**src/rtl/sap_u_pkg.sv**
```systemverilog
// -----------------------------------------------------------------------------
// sap_u_pkg
// Shared definitions for the SAP-U control sequencer:
//   - opcode encodings (OP_NOP..OP_HLT)
//   - T-state encoding T0..T4 (t_state_e)
//   - bit indices and width of the packed, active-high control word
// Every control-word bit is active-high inside the design. Active-low outputs
// are inverted only at the sequencer ports.
// -----------------------------------------------------------------------------
package sap_u_pkg;

  localparam logic [3:0] OP_NOP = 4'h0;
  localparam logic [3:0] OP_LDA = 4'h1;
  localparam logic [3:0] OP_ADD = 4'h2;
  localparam logic [3:0] OP_SUB = 4'h3;
  localparam logic [3:0] OP_STA = 4'h4;
  localparam logic [3:0] OP_LDI = 4'h5;
  localparam logic [3:0] OP_JMP = 4'h6;
  localparam logic [3:0] OP_JC  = 4'h7;
  localparam logic [3:0] OP_JZ  = 4'h8;
  localparam logic [3:0] OP_HLT = 4'hF;

  typedef enum logic [2:0] {
    T0 = 3'd0,
    T1 = 3'd1,
    T2 = 3'd2,
    T3 = 3'd3,
    T4 = 3'd4
  } t_state_e;

  // Control-word bit positions (1 = action requested this step)
  localparam int CW_PC_OUT   = 0;   // PC drives bus
  localparam int CW_MAR_IN   = 1;   // MAR loads from bus
  localparam int CW_RAM_OUT  = 2;   // RAM drives bus
  localparam int CW_IR_IN    = 3;   // IR loads from bus
  localparam int CW_PC_INC   = 4;   // PC increments
  localparam int CW_IR_OUT   = 5;   // IR operand drives bus
  localparam int CW_A_IN     = 6;   // A loads from bus
  localparam int CW_A_OUT    = 7;   // A drives bus
  localparam int CW_B_IN     = 8;   // B loads from bus
  localparam int CW_ALU_OUT  = 9;   // ALU drives bus
  localparam int CW_SUB      = 10;  // ALU computes A-B
  localparam int CW_RAM_WE   = 11;  // RAM write
  localparam int CW_JUMP     = 12;  // PC loads bus[3:0]
  localparam int CW_FLAGS_IN = 13;  // carry/zero flags capture ALU status
  localparam int CW_HALT     = 14;  // enter halted state
  localparam int CW_WIDTH    = 15;

  typedef logic [CW_WIDTH-1:0] cw_t;

endpackage

```
**src/rtl/sap_u_microcode_rom.sv**
```systemverilog
// -----------------------------------------------------------------------------
// sap_u_microcode_rom
// Purely combinational microcode table: (opcode, T-state, flags) -> control word.
// Ports:
//   opcode_i  in  4   instruction opcode (IR[7:4])
//   step_i    in  3   current T-state
//   carry_i   in  1   registered carry flag (tied 0 when flags are disabled)
//   zero_i    in  1   registered zero flag  (tied 0 when flags are disabled)
//   cw_o      out 15  active-high control word
// Unknown opcodes fall through to the all-zero word, i.e. they behave as NOP.
// -----------------------------------------------------------------------------
module sap_u_microcode_rom
  import sap_u_pkg::*;
(
  input  logic [3:0] opcode_i,
  input  t_state_e   step_i,
  input  logic       carry_i,
  input  logic       zero_i,
  output cw_t        cw_o
);

  always_comb begin
    cw_o = '0;
    case (step_i)
      T0: begin
        cw_o[CW_PC_OUT] = 1'b1;
        cw_o[CW_MAR_IN] = 1'b1;
      end
      T1: begin
        cw_o[CW_RAM_OUT] = 1'b1;
        cw_o[CW_IR_IN]   = 1'b1;
        cw_o[CW_PC_INC]  = 1'b1;
      end
      T2: begin
        case (opcode_i)
          OP_LDA, OP_ADD, OP_SUB, OP_STA: begin
            cw_o[CW_IR_OUT] = 1'b1;
            cw_o[CW_MAR_IN] = 1'b1;
          end
          OP_LDI: begin
            cw_o[CW_IR_OUT] = 1'b1;
            cw_o[CW_A_IN]   = 1'b1;
          end
          OP_JMP: begin
            cw_o[CW_IR_OUT] = 1'b1;
            cw_o[CW_JUMP]   = 1'b1;
          end
          OP_JC: begin
            cw_o[CW_IR_OUT] = carry_i;
            cw_o[CW_JUMP]   = carry_i;
          end
          OP_JZ: begin
            cw_o[CW_IR_OUT] = zero_i;
            cw_o[CW_JUMP]   = zero_i;
          end
          OP_HLT: cw_o[CW_HALT] = 1'b1;
          default: cw_o = '0;
        endcase
      end
      T3: begin
        case (opcode_i)
          OP_LDA: begin
            cw_o[CW_RAM_OUT] = 1'b1;
            cw_o[CW_A_IN]    = 1'b1;
          end
          OP_ADD, OP_SUB: begin
            cw_o[CW_RAM_OUT] = 1'b1;
            cw_o[CW_B_IN]    = 1'b1;
            cw_o[CW_SUB]     = (opcode_i == OP_SUB);
          end
          OP_STA: begin
            cw_o[CW_A_OUT]  = 1'b1;
            cw_o[CW_RAM_WE] = 1'b1;
          end
          default: cw_o = '0;
        endcase
      end
      T4: begin
        case (opcode_i)
          OP_ADD, OP_SUB: begin
            cw_o[CW_ALU_OUT]  = 1'b1;
            cw_o[CW_A_IN]     = 1'b1;
            cw_o[CW_FLAGS_IN] = 1'b1;
            cw_o[CW_SUB]      = (opcode_i == OP_SUB);
          end
          default: cw_o = '0;
        endcase
      end
      default: cw_o = '0;
    endcase
  end

endmodule

```
**src/rtl/sap_u_control_sequencer.sv**
```systemverilog
// -----------------------------------------------------------------------------
// sap_u_control_sequencer
// Instruction register + T0..T4 step counter for the SAP-U CPU. Fetches the
// instruction byte during T1, decodes control lines through
// sap_u_microcode_rom, and stops for good on HLT (until reset).
//
// Configuration macro: SAP_U_FLAGS_EN
//   defined   -> carry/zero flag registers exist, JC/JZ branch on them
//   undefined -> no flags, alu_carry/alu_zero ignored, JC/JZ act as NOP
//
// Ports:
//   clk, reset                    clock, synchronous active-high reset
//   run                           1 = advance, 0 = stall (controls inactive)
//   data_bus_in[7:0]              shared bus, captured into IR at end of T1
//   alu_carry, alu_zero           ALU status, captured at end of ADD/SUB T4
//   ir_bus_out[7:0]               {4'b0, IR[3:0]}
//   ir_bus_enable_n ... jump_n,
//   program_counter_bus_enable_n  datapath controls (_n = active-low)
//   program_counter_enable,
//   alu_subtract                  active-high controls
//   halted                        HLT executed
//   step[2:0]                     current T-state for debug display
//
// Controls depend only on registered state plus the run input, which gates
// them off during a stall so the datapath sees no action in a held step.
// -----------------------------------------------------------------------------
module sap_u_control_sequencer
  import sap_u_pkg::*;
#(
  parameter int STEPS = 5
) (
  input  logic       clk,
  input  logic       reset,
  input  logic       run,
  input  logic [7:0] data_bus_in,
  input  logic       alu_carry,
  input  logic       alu_zero,
  output logic [7:0] ir_bus_out,
  output logic       ir_bus_enable_n,
  output logic       reg_a_load_n,
  output logic       reg_a_bus_enable_n,
  output logic       reg_b_load_n,
  output logic       alu_enable_n,
  output logic       alu_subtract,
  output logic       ram_bus_enable_n,
  output logic       ram_write_enable_n,
  output logic       ram_load_mar_reg_n,
  output logic       program_counter_enable,
  output logic       jump_n,
  output logic       program_counter_bus_enable_n,
  output logic       halted,
  output logic [2:0] step
);

  t_state_e   step_q, step_d;
  logic [7:0] ir_q, ir_d;
  logic       halted_q, halted_d;
  logic       flag_carry, flag_zero;
  logic       advance;
  cw_t        cw_rom;
  cw_t        cw;

  assign advance = run & ~halted_q;

  sap_u_microcode_rom u_rom (
    .opcode_i (ir_q[7:4]),
    .step_i   (step_q),
    .carry_i  (flag_carry),
    .zero_i   (flag_zero),
    .cw_o     (cw_rom)
  );

  // Stall or halt masks every action, including IR load and flag capture.
  assign cw = advance ? cw_rom : '0;

  always_comb begin
    step_d   = step_q;
    ir_d     = ir_q;
    halted_d = halted_q;
    if (advance) begin
      step_d = (int'(step_q) == STEPS - 1) ? T0 : t_state_e'(step_q + 3'd1);
      if (cw[CW_IR_IN]) ir_d = data_bus_in;
      if (cw[CW_HALT])  halted_d = 1'b1;
    end
  end

  always_ff @(posedge clk) begin
    if (reset) begin
      step_q   <= T0;
      ir_q     <= 8'h00;
      halted_q <= 1'b0;
    end else begin
      step_q   <= step_d;
      ir_q     <= ir_d;
      halted_q <= halted_d;
    end
  end

`ifdef SAP_U_FLAGS_EN
  logic carry_q, carry_d;
  logic zero_q, zero_d;

  always_comb begin
    carry_d = carry_q;
    zero_d  = zero_q;
    if (cw[CW_FLAGS_IN]) begin
      carry_d = alu_carry;
      zero_d  = alu_zero;
    end
  end

  always_ff @(posedge clk) begin
    if (reset) begin
      carry_q <= 1'b0;
      zero_q  <= 1'b0;
    end else begin
      carry_q <= carry_d;
      zero_q  <= zero_d;
    end
  end

  assign flag_carry = carry_q;
  assign flag_zero  = zero_q;
`else
  // Without flags, JC/JZ never see a set flag and therefore fall through as NOP.
  logic unused_flag_inputs;
  assign unused_flag_inputs = alu_carry ^ alu_zero ^ cw[CW_FLAGS_IN];
  assign flag_carry = 1'b0;
  assign flag_zero  = 1'b0;
`endif

  assign ir_bus_out                   = {4'b0000, ir_q[3:0]};
  assign ir_bus_enable_n              = ~cw[CW_IR_OUT];
  assign reg_a_load_n                 = ~cw[CW_A_IN];
  assign reg_a_bus_enable_n           = ~cw[CW_A_OUT];
  assign reg_b_load_n                 = ~cw[CW_B_IN];
  assign alu_enable_n                 = ~cw[CW_ALU_OUT];
  assign alu_subtract                 = cw[CW_SUB];
  assign ram_bus_enable_n             = ~cw[CW_RAM_OUT];
  assign ram_write_enable_n           = ~cw[CW_RAM_WE];
  assign ram_load_mar_reg_n           = ~cw[CW_MAR_IN];
  assign program_counter_enable       = cw[CW_PC_INC];
  assign jump_n                       = ~cw[CW_JUMP];
  assign program_counter_bus_enable_n = ~cw[CW_PC_OUT];
  assign halted                       = halted_q;
  assign step                         = step_q;

endmodule

```
**config.mk**
```make
export PLATFORM = sky130hd
export DESIGN_NAME = sap_u_control_sequencer
export DESIGN_NICKNAME = d
export VERILOG_FILES = /design/src/rtl/sap_u_pkg.sv /design/src/rtl/sap_u_microcode_rom.sv /design/src/rtl/sap_u_control_sequencer.sv
export SDC_FILE = /design/constraint.sdc
export NUM_CORES = 1
export LEC_CHECK = 0
export ABC_AREA = 0
export BUFFER_PORTS_ARGS = -buffer_cell sky130_fd_sc_hd__buf_2
export CAP_MARGIN = 5
export CORE_MARGIN = 2
export CORE_UTILIZATION = 30
export CTS_CLUSTER_SIZE = 40
export DETAILED_ROUTE_END_ITERATION = 10
export GPL_ROUTABILITY_DRIVEN = 0
export PLACE_DENSITY = 0.57
export SETUP_SLACK_MARGIN = 0.1
export SLEW_MARGIN = 25
export SYNTH_ARGS = -nofsm -noshare
export SYNTH_HDL_FRONTEND = slang
export SYNTH_SLANG_ARGS = --single-unit
```
**constraint.sdc**
```tcl
create_clock -name clk -period 1.6 [get_ports clk]
set_clock_uncertainty 0.2 [all_clocks]
set_input_delay 0.32 -clock clk [delete_from_list [all_inputs] [get_ports clk]]
set_output_delay 0.32 -clock clk [all_outputs]
set_load 0.005 [all_outputs]
```
After elaboration in Yosys (flattened, before gate mapping). Cells that the tools add are included. Widths: inputs -> output; s select.

Add/subtract/negate cells: 1. Equality and inequality tests: 12. Multiplexer cells: 16. Bitwise gates (word level): 12. Reduce and logical (&&, ||, !) cells: 7.

Operators with widths (number): $pmux 10 s3 (1); $mux 15 (1); $eq 4x3->1 const B (3); $not 1->1 (11); $mux 1 (10); $eq 4x2->1 const B (2); $eq 3x2->1 const B (2); $eq 3x3->1 const B (2); $pmux 3 s2 (1); $reduce_or 6->1 (1); $eq 4x1->1 const B (1); $eq 4x4->1 const B (1); $pmux 2 s2 (1); $reduce_and 2->1 (2); $reduce_or 4->1 (1); $add 3x1->3 const B (1); $eq 3x1->1 const B (1); $logic_not 3->1 (1); $mux 3 (1); $reduce_or 3->1 (1); $mux 2 (1); $reduce_or 2->1 (1); $and 1x1->1 (1).

Flip-flop bits (word level): 12. Bits of input ports: 13. Output and inout bits: 24. Word-level logic and storage cells: 51.

Longest topological paths before layout. Gate-level depths: netlist (run 1).

Depth after elaboration: 6. Gate-level depth with buffers: 6.

Modules after synthesis. A second synthesis (run 1) with hierarchy kept.

Cells, all modules: 123. Area total of the unflattened synthesis: 889.6 um^2.

Modules (own cells, without submodules): sap_u_control_sequencer (times used 1, cells each 82, area an instance 634.4 um^2, seq. area each 240.2 um^2); sap_u_microcode_rom (times used 1, cells each 41, area an instance 255.2 um^2, seq. area each 0.0 um^2).

Least setup slack after synthesis (run 1). Ideal clock, no wire load.

Path type: reg2out. From: reg step_q[0], in the netlist step[0]. To: out reg_a_load_n. Arrival: 1277 ps. Data required time: 1080 ps. Setup slack: -197 ps. Stages on the path, launching flop included: 6. Cells stage by stage: dfxtp_1 -> ha_1 -> ha_1 -> nand2b_1 -> a2111oi_0 -> o21ai_0.

Longest elaborated chain between the ends: 4. Elaborated cells between the ends (all ways): 6. Classes of those cells: eq/ne: 3; mux: 2; bitwise: 1.

Ends and longest elaborated chain: start: declaration (line sap_u_control_sequencer.sv:55) `t_state_e step_q, step_d;`; start signal: assignment (line sap_u_control_sequencer.sv:93) `step_q <= step_d;`; $eq 3x3->1 / $eq 3x2->1 (equally long branches) (line sap_u_microcode_rom.sv:24) `case (step_i)`; $pmux 10 s3 * (line sap_u_microcode_rom.sv:24); $mux 15 * (line sap_u_control_sequencer.sv:74) `assign cw = advance ? cw_rom : '0;`; $not 1->1 * (line sap_u_control_sequencer.sv:134) `assign reg_a_load_n = ~cw[CW_A_IN];`; end: declaration (line sap_u_control_sequencer.sv:40) `output logic reg_a_load_n,`.

Every way passes the cells marked *; elsewhere a longest branch is shown, timed or not.

Worst setup path in the final report (run 1). Ends and elaborated chain as after synthesis.

==> results of run 1 <==
[Yosys cell counts (all sizes together)]
master / count / area share
nor2: 14 / 0.068
dfxtp: 12 / 0.31
buf: 11 / 0.10
mux2i: 8 / 0.10
nand2: 6 / 0.029
a21oi: 5 / 0.032
ha: 5 / 0.081
inv: 5 / 0.024
nand3: 5 / 0.032
nand4: 3 / 0.024
nand2b: 2 / 0.016
nand3b: 2 / 0.019
nor2b: 2 / 0.016
a2111oi: 1 / 0.011
a21boi: 1 / 0.0097
a31oi: 1 / 0.0081
a41oi: 1 / 0.011
and3: 1 / 0.0081
and4: 1 / 0.011
and4bb: 1 / 0.016
clkbuf: 1 / 0.0049
conb: 1 / 0.0049
nor4b: 1 / 0.011
o21ai: 1 / 0.0065
o21bai: 1 / 0.0097
or3b: 1 / 0.011
xnor2: 1 / 0.011
[per-stage QoR]
stage	area, µm²	hold WS [ns]
6_report	1360	0.09812
3_3_place_gp	1162	0.2697
4_1_cts	1280	0.09491
2_1_floorplan	908.4	0.1794
5_1_grt	1360	0.1152
3_5_place_dp	1162	0.2834
[area by class of cell]
class,count,area share
inverter,5,0.01748
clock buffer,4,0.01932
multi-input combinational,68,0.4480
tap,30,0.02760
timing repair buffer,60,0.3027
sequential,12,0.1849
[worst max-delay path by stage]
stage	endpoint	slack, ns	cells past startpoint
after floorplan	reg_a_load_n	-0.03	5
after global placement	reg_a_load_n	-0.17	6
after detailed placement	reg_a_load_n	-0.19	6
after CTS	reg_a_load_n	-0.48	6
after global routing	reg_a_load_n	-0.59	6
final	reg_a_load_n	-0.51	6
[critical path, cell delays in order, from the launching register on]
cell	delay, ns
sky130_fd_sc_hd__dfxtp_4	0.37
sky130_fd_sc_hd__inv_4	0.06
sky130_fd_sc_hd__ha_4	0.14
sky130_fd_sc_hd__nand3b_1	0.11
sky130_fd_sc_hd__a2111oi_2	0.42
sky130_fd_sc_hd__o21ai_1	0.10
sky130_fd_sc_hd__buf_2	0.13
[cell families (layout without fill, tap and decap cells)]
logic type	Yosys count	count (layout)	share of synthesized area
and+or+nand+nor	39	39	0.2646
buffers and inverters	17	69	0.1331
DFF	12	12	0.3117
AOI/OAI and AO/OA	11	11	0.08929
muxes	8	8	0.1039
adders and majority gates	5	5	0.08117
other	1	4	0.004865
xor gates and xnor gates	1	1	0.01137
[metal layers]
layer  part of all wire  vias to the layer above  global-route usage
met2               0.50                       27              0.2540
li1                   -                      420                   -
met4                  0                        0             0.02500
met3              0.057                        0             0.02186
met5                  0                        -                   0
met1               0.44                      362              0.1818
[power breakdown]
| group | total [mW] | switching (mW) | internal [mW] |
|---|---|---|---|
| registers | 0.325 | 0.0145 | 0.310 |
| logic | 0.205 | 0.0909 | 0.114 |
| clock network | 0.182 | 0.0861 | 0.0961 |
| total | 0.712 | 0.192 | 0.520 |
[registers in the layout (all words and copies together), names as in the netlist]
register  count
halted        1
step          3
ir_q          8
[what timing repair did]
| action | CTS | global route |
|---|---|---|
| gates resized for setup | 15 | 10 |
| pin swaps | 11 | 7 |
| setup buffers | 4 | 6 |
| endpoints found under the setup margin | 20 | 23 |
==> qor.json, run 1 <==
{
  "run_status": "complete, but fails checks",
  "violations_in_the_final_reports": "setup timing",
  "combined_area_of_the_multi_input_logic_cells_um2": 609.3,
  "finalHoldViolations": 0,
  "grt_use_total": 0.1429,
  "mostFrequentLayoutCell": "sky130_fd_sc_hd__buf_2",
  "final.fill_count": 235,
  "timing_worst_setup_path_type": "reg -> out",
  "drt-total-wl_mm": 2.016,
  "io_pins": 37,
  "timing.critical_path.from": "step[0]",
  "drt_first_iter_violations": 3,
  "leak_pwr_nw": 0.5722,
  "syn_avg_cell_area_um2": 8.199,
  "post_synth_instance_area_um2": 770.7,
  "cts_max_level": 1,
  "worstPathRequired_ns": 1.08,
  "worst-r2r-setup-slack_ns": -0.25,
  "cts_hold_buffers": 0,
  "syn-instance-count": 94,
  "gr-total-overflow": 0,
  "grt_setup_unrepaired": "yes",
  "timing.rr.end": "ir_q[4]",
  "cap_violations": 0,
  "r2r-start": "step[1]",
  "routed-via-count": 809,
  "floorplan.initialDensity": 0.3140,
  "die-width_um": 54.69,
  "worst_path_fanout_max": 4,
  "clock_path_buffers": 2,
  "die_area_um2": 2990,
  "ys.warnings.count": 0,
  "worst_hold_path_type": "in -> reg",
  "largest_net_degree_at_the_start_of_global_routing": 13,
  "port_buffers": 30,
  "antenna_cells": 0,
  "rr_worst_depth": 9,
  "drive_above_1_share": 0.6107,
  "initial_antenna_violation_count": 0,
  "die_h_um": 54.69,
  "first_global_vias": 749,
  "drt-pass1-iter-count": 4,
  "timing.critical_path.to_type": "primary output",
  "cts_sinks": 12,
  "clkTransAtPathRegs_ns": 0.07,
  "yosys_register_bits": 12,
  "layout.cells.most_common_list": "29 x sky130_fd_sc_hd__buf_2, 22 x sky130_fd_sc_hd__buf_4, 13 x sky130_fd_sc_hd__nor2_1",
  "std_cell_rows": 18,
  "vias_per_cell": 4.520,
  "clk-insertion-delay-late_ns": 0.26,
  "place_hpwl_mm": 1.566,
  "finish.net_count": 168,
  "worstPathArrival_ns": 1.59,
  "yosys.cell_types.count": 28,
  "wl_per_cell_um": 11.26,
  "final_setup_tns_ns": -6.039,
  "totalPowerFinal_mw": 0.7119,
  "core_um2": 2455,
  "fmax_ghz": 0.4736,
  "final.setup.worst_slack_ns": -0.5115,
  "syn_to_final_growth_pct": 76.46,
  "drtAntennaViolNets": 0,
  "worst_setup_path_start_kind": "register",
  "stdcell_count": 179,
  "cts_root_buffer": "sky130_fd_sc_hd__clkbuf_4",
  "placed_cells_incl_taps": 166,
  "pre_cts_ws_ns": -0.1887,
  "finalMaxSlewViolations": 0,
  "cts-buffers-inserted": 3,
  "vdd_ir_drop_max_uv": 441.8,
  "ff_latch_area_um2": 251.5,
  "setup_viol_count_final": 20,
  "drcViolationCount": 0,
  "worst_hold_startpoint": "data_bus_in[3]",
  "powerDensity_nw_per_um2": 523.4,
  "final_core_utilization": 0.5540,
  "synth.yosys.seq_area_share": 0.3117,
  "tritoncts": "done",
  "min_period_ns": 2.111,
  "timing.hold.worst_endpoint": "ir_q[3]",
  "timing.final.crit_share": 1.320,
  "min_path_cells": 3,
  "grt_first_pass_wirelength_mm": 3.146
}
No activity file was read; power rests on OpenSTA's default activity.
==> run 2, diff against run 1 <==
--- a/config.mk
+++ b/config.mk
@@ -13,9 +13,11 @@
 export CTS_CLUSTER_SIZE = 40
 export DETAILED_ROUTE_END_ITERATION = 10
 export GPL_ROUTABILITY_DRIVEN = 0
-export PLACE_DENSITY = 0.57
+export HOLD_SLACK_MARGIN = 0.12
+export PLACE_DENSITY = 0.55
 export SETUP_SLACK_MARGIN = 0.1
 export SLEW_MARGIN = 25
 export SYNTH_ARGS = -nofsm -noshare
 export SYNTH_HDL_FRONTEND = slang
+export SYNTH_HIERARCHICAL = 1
 export SYNTH_SLANG_ARGS = --single-unit
==> qor.json, run 2 <==
{
  "run_status": "complete, but fails checks",
  "violations_in_the_final_reports": "setup timing",
  "min_path_cells": {"value": 2, "change": "-1"},
  "initial_antenna_violation_count": {"value": 0, "change": "unchanged"},
  "internal_power": {"value": 0.5989, "unit": "mW", "change": "+15%"},
  "p_comb_frac": {"value": 0.332, "change": "+0.044"},
  "syn_avg_cell_area": {"value": 7.230, "unit": "µm²", "change": "-12%"},
  "met3_wirelength": {"value": 111, "unit": "µm", "change": "-3.5%"},
  "post_synth_instance_area": {"value": 882.1, "unit": "µm²", "change": "+14%"},
  "final.setup.worst_slack": {"value": -0.4738, "unit": "ns", "change": "+0.03765 ns"},
  "worst_hold_startpoint": "reset",
  "worstPathRequired": {"value": 1.08, "unit": "ns", "change": "about the same"},
  "timing.rr.end": "ir_q[0]",
  "cts_root_buffer": "sky130_fd_sc_hd__clkbuf_4",
  "routed-via-count": {"value": 998, "change": "+23%"},
  "tritoncts": "done",
  "fmax": {"value": 0.4822, "unit": "GHz", "change": "+1.8%"},
  "timing.hold.worst_endpoint": "ir_q[1]",
  "cts_max_level": {"value": 1, "change": "unchanged"},
  "route.layer.met1.wl": {"value": 1.018, "unit": "mm", "change": "+15%"},
  "timing.final.crit_share": {"value": 1.296, "change": "-0.02353"},
  "grt_first_pass_wirelength": {"value": 3.995, "unit": "mm", "change": "+27%"},
  "clk-insertion-delay-late": {"value": 0.27, "unit": "ns", "change": "about the same"},
  "wl_per_cell": {"value": 12.01, "unit": "µm", "change": "+6.7%"},
  "gr-total-overflow": {"value": 0, "change": "unchanged"},
  "first_global_vias": {"value": 959, "change": "+28%"},
  "leak_pwr": {"value": 0.6824, "unit": "nW", "change": "+19%"},
  "routed-wl-met2": {"value": 1.424, "unit": "mm", "change": "+40%"},
  "drtAntennaViolNets": {"value": 0, "change": "unchanged"},
  "flip_flop_count_of_the_largest_register_after_layout": {"value": 8, "change": "unchanged"},
  "ys.warnings.count": {"value": 6, "change": "+6"},
  "timing_worst_setup_path_type": "reg -> out",
  "finish.net_count": {"value": 202, "change": "+20%"},
  "clkTransAtPathRegs": {"value": 0.08, "unit": "ns", "change": "about the same"},
  "std_cell_rows": {"value": 19, "change": "+1"},
  "worst_setup_path_start_kind": "register",
  "mostFrequentLayoutCell": "sky130_fd_sc_hd__buf_2",
  "setup_viol_count_final": {"value": 22, "change": "+10%"},
  "cts_sinks": {"value": 12, "change": "unchanged"},
  "layout.cells.most_common_list": "29 x sky130_fd_sc_hd__buf_2, 26 x sky130_fd_sc_hd__nand2_1, 22 x sky130_fd_sc_hd__buf_4",
  "core": {"value": 2781, "unit": "µm²", "change": "+13%"},
  "finalMaxSlewViolations": {"value": 0, "change": "unchanged"},
  "worst_hold_path_type": "in -> reg",
  "finalHoldViolations": {"value": 0, "change": "unchanged"},
  "vdd_ir_drop_max": {"value": 474.4, "unit": "µV", "change": "+7.4%"},
  "power.share.clock": {"value": 0.287, "change": "+0.031"},
  "fin_hold_ws": {"value": 0.2101, "unit": "ns", "change": "+0.1120 ns"},
  "cts-buffers-inserted": {"value": 3, "change": "unchanged"},
  "p_sw": {"value": 0.2402, "unit": "mW", "change": "+25%"},
  "worstPathArrival": {"value": 1.55, "unit": "ns", "change": "-0.04 ns"},
  "io_pins": {"value": 37, "change": "unchanged"},
  "drt-total-wl": {"value": 2.607, "unit": "mm", "change": "+29%"},
  "vias_per_cell": {"value": 4.599, "change": "+1.8%"},
  "timing.critical_path.to_type": "primary output",
  "antenna_cells": {"value": 0, "change": "unchanged"},
  "die_h": {"value": 58.23, "unit": "µm", "change": "+6.5%"},
  "final_core_utilization": {"value": 0.5637, "change": "+0.009626"},
  "worst_path_fanout_max": {"value": 2, "change": "-2"},
  "switching_fraction": {"value": 0.2863, "change": "+0.01723"},
  "die_area": {"value": 3390, "unit": "µm²", "change": "+13%"},
  "grt_use_total": {"value": 0.1522, "change": "+0.009306"},
  "die-width": {"value": 58.23, "unit": "µm", "change": "+6.5%"},
  "drt-pass1-iter-count": {"value": 4, "change": "unchanged"},
  "powerDensity": {"value": 535.2, "unit": "nW/µm²", "change": "+2.3%"},
  "worst-r2r-setup-slack": {"value": -0.04, "unit": "ns", "change": "+0.21 ns"},
  "max_flop_register": "ir_q",
  "min_period": {"value": 2.074, "unit": "ns", "change": "-0.03765 ns"},
  "port_buffers": {"value": 30, "change": "unchanged"},
  "final.fill_count": {"value": 247, "change": "+5.1%"},
  "grt_setup_unrepaired": "yes",
  "place_hpwl": {"value": 1.690, "unit": "mm", "change": "+7.9%"},
  "cap_violations": {"value": 0, "change": "unchanged"},
  "drive_above_1_share": {"value": 0.5968, "change": "-0.01396"},
  "drcViolationCount": {"value": 0, "change": "unchanged"},
  "power_frac_seq": {"value": 0.381, "change": "-0.075"},
  "rr_worst_depth": {"value": 9, "change": "unchanged"},
  "syn_to_final_growth_pct": 77.73,
  "r2r-start": "step[1]",
  "floorplan.initialDensity": {"value": 0.3171, "change": "+0.003174"},
  "drt_first_iter_violations": {"value": 21, "change": "+18"},
  "topRoutingLayerUsed": "met4",
  "largest_net_degree_at_the_start_of_global_routing": {"value": 14, "change": "+1"},
  "syn-instance-count": {"value": 122, "change": "+30%"},
  "clock_path_buffers": {"value": 2, "change": "unchanged"}
}
[run 2: area by class of cell]
type                    count  area (µm²)  share of cell area
well taps                  31       38.79             0.02474
clock buffers               4       36.28             0.02314
inverters                   2       7.507            0.004789
repair buffers             70       526.8              0.3360
multi-input cells          98       696.9              0.4445
flip-flops and latches     12       261.5              0.1668
[run 2: per-stage QoR]
stage	setup TNS, ns	power (mW)	instances	cell area, µm²	setup WS [ns]
2_1_floorplan	-0.1132	0.4463	128	930.9	-0.1132
3_3_place_gp	-0.5804	0.5048	196	1161	-0.1668
3_5_place_dp	-0.8595	0.5110	196	1161	-0.1855
4_1_cts	-4.037	0.8139	212	1441	-0.4805
5_1_grt	-5.698	0.8866	217	1568	-0.5255
6_report	-4.200	0.8391	217	1568	-0.4738
[run 2: worst max path at each step]
stage | endpoint | startpoint | slack (ns)
final | ir_bus_enable_n | step[2] | -0.47
after floorplan | ir_bus_enable_n | step[1] | -0.11
after global placement | ir_bus_enable_n | step[1] | -0.17
after CTS | ir_bus_enable_n | step[2] | -0.48
after global routing | ir_bus_enable_n | step[2] | -0.53
after detailed placement | ir_bus_enable_n | step[1] | -0.19
[run 2: routing by layer]
layer	track usage	up-vias
met4	0.05980	0
met2	0.2873	27
met5	0	-
li1	-	518
met3	0.03348	4
met1	0.1623	449
[run 2: repair_timing]
action,4_1_cts,5_1_grt
setup buffers,4,5
resized for setup,28,27
pin swaps,7,12
hold buffers,8,0
endpoints found under the setup margin,21,22
endpoints found under the hold margin,8,0
gates cloned,0,0
[run 2: power by group through the flow]
stage	clock (mW)	combinational, mW	sequential, mW
floorplan	0	0.112	0.334
global placement	0	0.177	0.327
detailed placement	0	0.183	0.328
CTS	0.246	0.245	0.322
global route	0.261	0.304	0.321
finish	0.241	0.279	0.320
[run 2: worst max-delay path: stages (launching register included)]
cell	delay (ns)
sky130_fd_sc_hd__dfxtp_2	0.33
sky130_fd_sc_hd__or3b_4	0.39
sky130_fd_sc_hd__a221o_1	0.29
sky130_fd_sc_hd__a21oi_2	0.11
sky130_fd_sc_hd__nand2_1	0.05
sky130_fd_sc_hd__buf_2	0.12
==> run 3, diff against run 2 <==
==> constraint.sdc (replaced) <==
create_clock -name clk -period 1.7 [get_ports clk]
set_clock_uncertainty 0.2 [all_clocks]
set_input_delay 0.34 -clock clk [delete_from_list [all_inputs] [get_ports clk]]
set_output_delay 0.34 -clock clk [all_outputs]
set_load 0.005 [all_outputs]
==> qor.json, run 3 (synthesis results as in run 2) <==
{
  "switching_fraction": {"value": 0.2904, "change": "+0.004112"},
  "timing.hold.worst_endpoint": "step[1]",
  "cap_violations": {"value": 0, "change": "unchanged"},
  "io_pins": {"value": 37, "change": "unchanged"},
  "grt_setup_unrepaired": "yes",
  "initial_antenna_violation_count": {"value": 0, "change": "unchanged"},
  "routed-via-count": {"value": 965, "change": "-3.3%"},
  "r2r-start": "step[2]",
  "port_buffers": {"value": 30, "change": "unchanged"},
  "combined_area_of_the_multi_input_logic_cells": {"value": 618.1, "unit": "µm²", "change": "-11%"},
  "floorplan.initialDensity": {"value": 0.3171, "change": "unchanged"},
  "fmax_ghz": 0.4796,
  "first_global_vias": {"value": 835, "change": "-13%"},
  "syn_to_final_growth_pct": 56.45,
  "std_cell_rows": {"value": 19, "change": "unchanged"},
  "final.fill_count": {"value": 280, "change": "+13%"},
  "finish.net_count": {"value": 191, "change": "-5.4%"},
  "worstPathArrival": {"value": 1.55, "unit": "ns", "change": "about the same"},
  "die_area": {"value": 3390, "unit": "µm²", "change": "unchanged"},
  "min_period_ns": 2.085,
  "largest_net_degree_at_the_start_of_global_routing": {"value": 14, "change": "unchanged"},
  "drive_above_1_share": {"value": 0.4743, "change": "-0.1225"},
  "vdd_ir_drop_max": {"value": 473.8, "unit": "µV", "change": "-0.13%"},
  "worst_path_fanout_max": {"value": 2, "change": "unchanged"},
  "internal_power": {"value": 0.4946, "unit": "mW", "change": "-17%"},
  "place_hpwl": {"value": 1.590, "unit": "mm", "change": "-5.9%"},
  "wl_per_cell": {"value": 10.85, "unit": "µm", "change": "-9.7%"},
  "worst_setup_path_start_kind": "register",
  "flip_flop_count_of_the_largest_register_after_layout": {"value": 8, "change": "unchanged"},
  "timing.final.crit_share": 1.227,
  "grt_use_total": {"value": 0.1323, "change": "-0.01990"},
  "cts_sinks": {"value": 12, "change": "unchanged"},
  "timing.critical_path.to_type": "primary output",
  "drtAntennaViolNets": {"value": 0, "change": "unchanged"},
  "drt-total-wl": {"value": 2.236, "unit": "mm", "change": "-14%"},
  "tritoncts": "done",
  "worst_hold_path_type": "in -> reg",
  "rr_worst_depth": {"value": 9, "change": "unchanged"},
  "max_flop_register": "ir_q",
  "clock_path_buffers": {"value": 2, "change": "unchanged"},
  "gr-total-overflow": {"value": 0, "change": "unchanged"},
  "cts_max_level": {"value": 1, "change": "unchanged"},
  "drt-pass1-iter-count": {"value": 4, "change": "unchanged"},
  "run_status": "complete, but fails checks",
  "cts_root_buffer": "sky130_fd_sc_hd__clkbuf_4",
  "setup_viol_count_final": {"value": 20, "change": "-9.1%"},
  "min_path_cells": {"value": 2, "change": "unchanged"},
  "antenna_cells": {"value": 0, "change": "unchanged"},
  "power_frac_seq": {"value": 0.434, "change": "+0.053"},
  "fin_hold_ws": {"value": 0.1970, "unit": "ns", "change": "-0.01314 ns"},
  "leak_pwr": {"value": 0.5951, "unit": "nW", "change": "-13%"},
  "die_h": {"value": 58.23, "unit": "µm", "change": "unchanged"},
  "layout.cells.most_common_list": "29 x sky130_fd_sc_hd__nand2_1, 29 x sky130_fd_sc_hd__buf_2, 13 x sky130_fd_sc_hd__buf_4",
  "path_buf_inv": {"value": 1, "change": "unchanged"},
  "grt_first_pass_wirelength": {"value": 3.470, "unit": "mm", "change": "-13%"},
  "timing.rr.end": "ir_q[7]",
  "p_sw": {"value": 0.2024, "unit": "mW", "change": "-16%"},
  "ff_latch_area": {"value": 256.5, "unit": "µm²", "change": "-1.9%"},
  "cell_family_with_most_cp_delay": "simple AND/OR/NAND/NOR gates",
  "p_comb_frac": {"value": 0.305, "change": "-0.027"},
  "die-width": {"value": 58.23, "unit": "µm", "change": "unchanged"},
  "power.share.clock": {"value": 0.261, "change": "-0.026"},
  "powerDensity": {"value": 505.0, "unit": "nW/µm²", "change": "-5.6%"},
  "timing_worst_setup_path_type": "reg -> out",
  "vias_per_cell": {"value": 4.684, "change": "+1.9%"},
  "drt_first_iter_violations": {"value": 22, "change": "+4.8%"},
  "clkTransAtPathRegs": {"value": 0.07, "unit": "ns", "change": "about the same"},
  "worstPathCellList": "or3b_4 > a221o_1 > a21oi_2 > nand2_1 > buf_2",
  "clk-insertion-delay-late": {"value": 0.27, "unit": "ns", "change": "about the same"},
  "slowest_stage": "sky130_fd_sc_hd__or3b_4",
  "cp_slowest_stage_delay": {"value": 0.37, "unit": "ns", "change": "-0.02 ns"},
  "violations_in_the_final_reports": "setup timing",
  "cts-buffers-inserted": {"value": 3, "change": "unchanged"},
  "final_core_utilization": {"value": 0.4962, "change": "-0.06748"},
  "drcViolationCount": {"value": 0, "change": "unchanged"},
  "core": {"value": 2781, "unit": "µm²", "change": "unchanged"},
  "pre_cts_ws": {"value": -0.1007, "unit": "ns", "change": "+0.08480 ns"},
  "worst-r2r-setup-slack": {"value": -0.08, "unit": "ns", "change": "-0.04 ns"},
  "worstPathRequired": {"value": 1.16, "unit": "ns", "change": "+0.08 ns"},
  "finalHoldViolations": {"value": 0, "change": "unchanged"},
  "finalMaxSlewViolations": {"value": 0, "change": "unchanged"},
  "worst_hold_startpoint": "reset",
  "final.setup.worst_slack": {"value": -0.3852, "unit": "ns", "change": "+0.08862 ns"}
}
==> run 3: cell count changes in the layout (fill, tap and decap cells not counted), sizes merged <==
cell	previous run	this run
buf	62	51
==> run 3: power groups by stage <==
stage | logic, mW | registers [mW] | clock network [mW]
3_5_place_dp | 0.159 | 0.309 | 0
2_1_floorplan | 0.104 | 0.314 | 0
5_1_grt | 0.235 | 0.304 | 0.204
4_1_cts | 0.202 | 0.302 | 0.189
3_3_place_gp | 0.155 | 0.308 | 0
6_report | 0.213 | 0.303 | 0.182
==> run 3: what timing repair did <==
item                       CTS  global route
pin swaps                   17            10
setup endpoints to repair   20            21
buffers inserted             5             2
gates cloned                 0             0
hold buffers                 8             0
gates resized for setup     24            10
hold endpoints to repair     8             0
==> run 3: how the worst max path moves through the flow <==
| stage | slack [ns] | cells past startpoint | startpoint | endpoint |
|---|---|---|---|---|
| after floorplan | -0.03 | 4 | step[1] | ir_bus_enable_n |
| after global placement | -0.09 | 5 | step[1] | ir_bus_enable_n |
| after detailed placement | -0.10 | 5 | step[1] | ir_bus_enable_n |
| after CTS | -0.39 | 5 | step[1] | ir_bus_enable_n |
| after global routing | -0.44 | 5 | step[1] | ir_bus_enable_n |
| final | -0.39 | 5 | step[1] | ir_bus_enable_n |
==> run 3: per-layer routing <==
layer	GRT usage	share of wire	vias to the layer above
li1	-	-	497
met1	0.1610	0.43	442
met2	0.2273	0.51	24
met3	0.03571	0.051	2
met4	0.03987	0.0085	0
met5	0	0	-
==> run 3: cell type report <==
type                            count  share of cell area
Inverter                            2            0.005440
Clock buffer                        4             0.01904
Multi-Input combinational cell     98              0.4479
Tap cell                           31             0.02811
Timing Repair Buffer               59              0.3137
Sequential cell                    12              0.1859
==> run 3: metrics by stage <==
step                      setup TNS [ns]  cell area, µm²  cells  power (mW)
after detailed placement         -0.1774            1097    188      0.4682
after global routing              -4.848            1380    206      0.7434
after floorplan                 -0.03319           918.4    128      0.4181
final                             -3.142            1380    206      0.6970
after CTS                         -3.432            1333    205      0.6931
after global placement           -0.1133            1097    188      0.4632
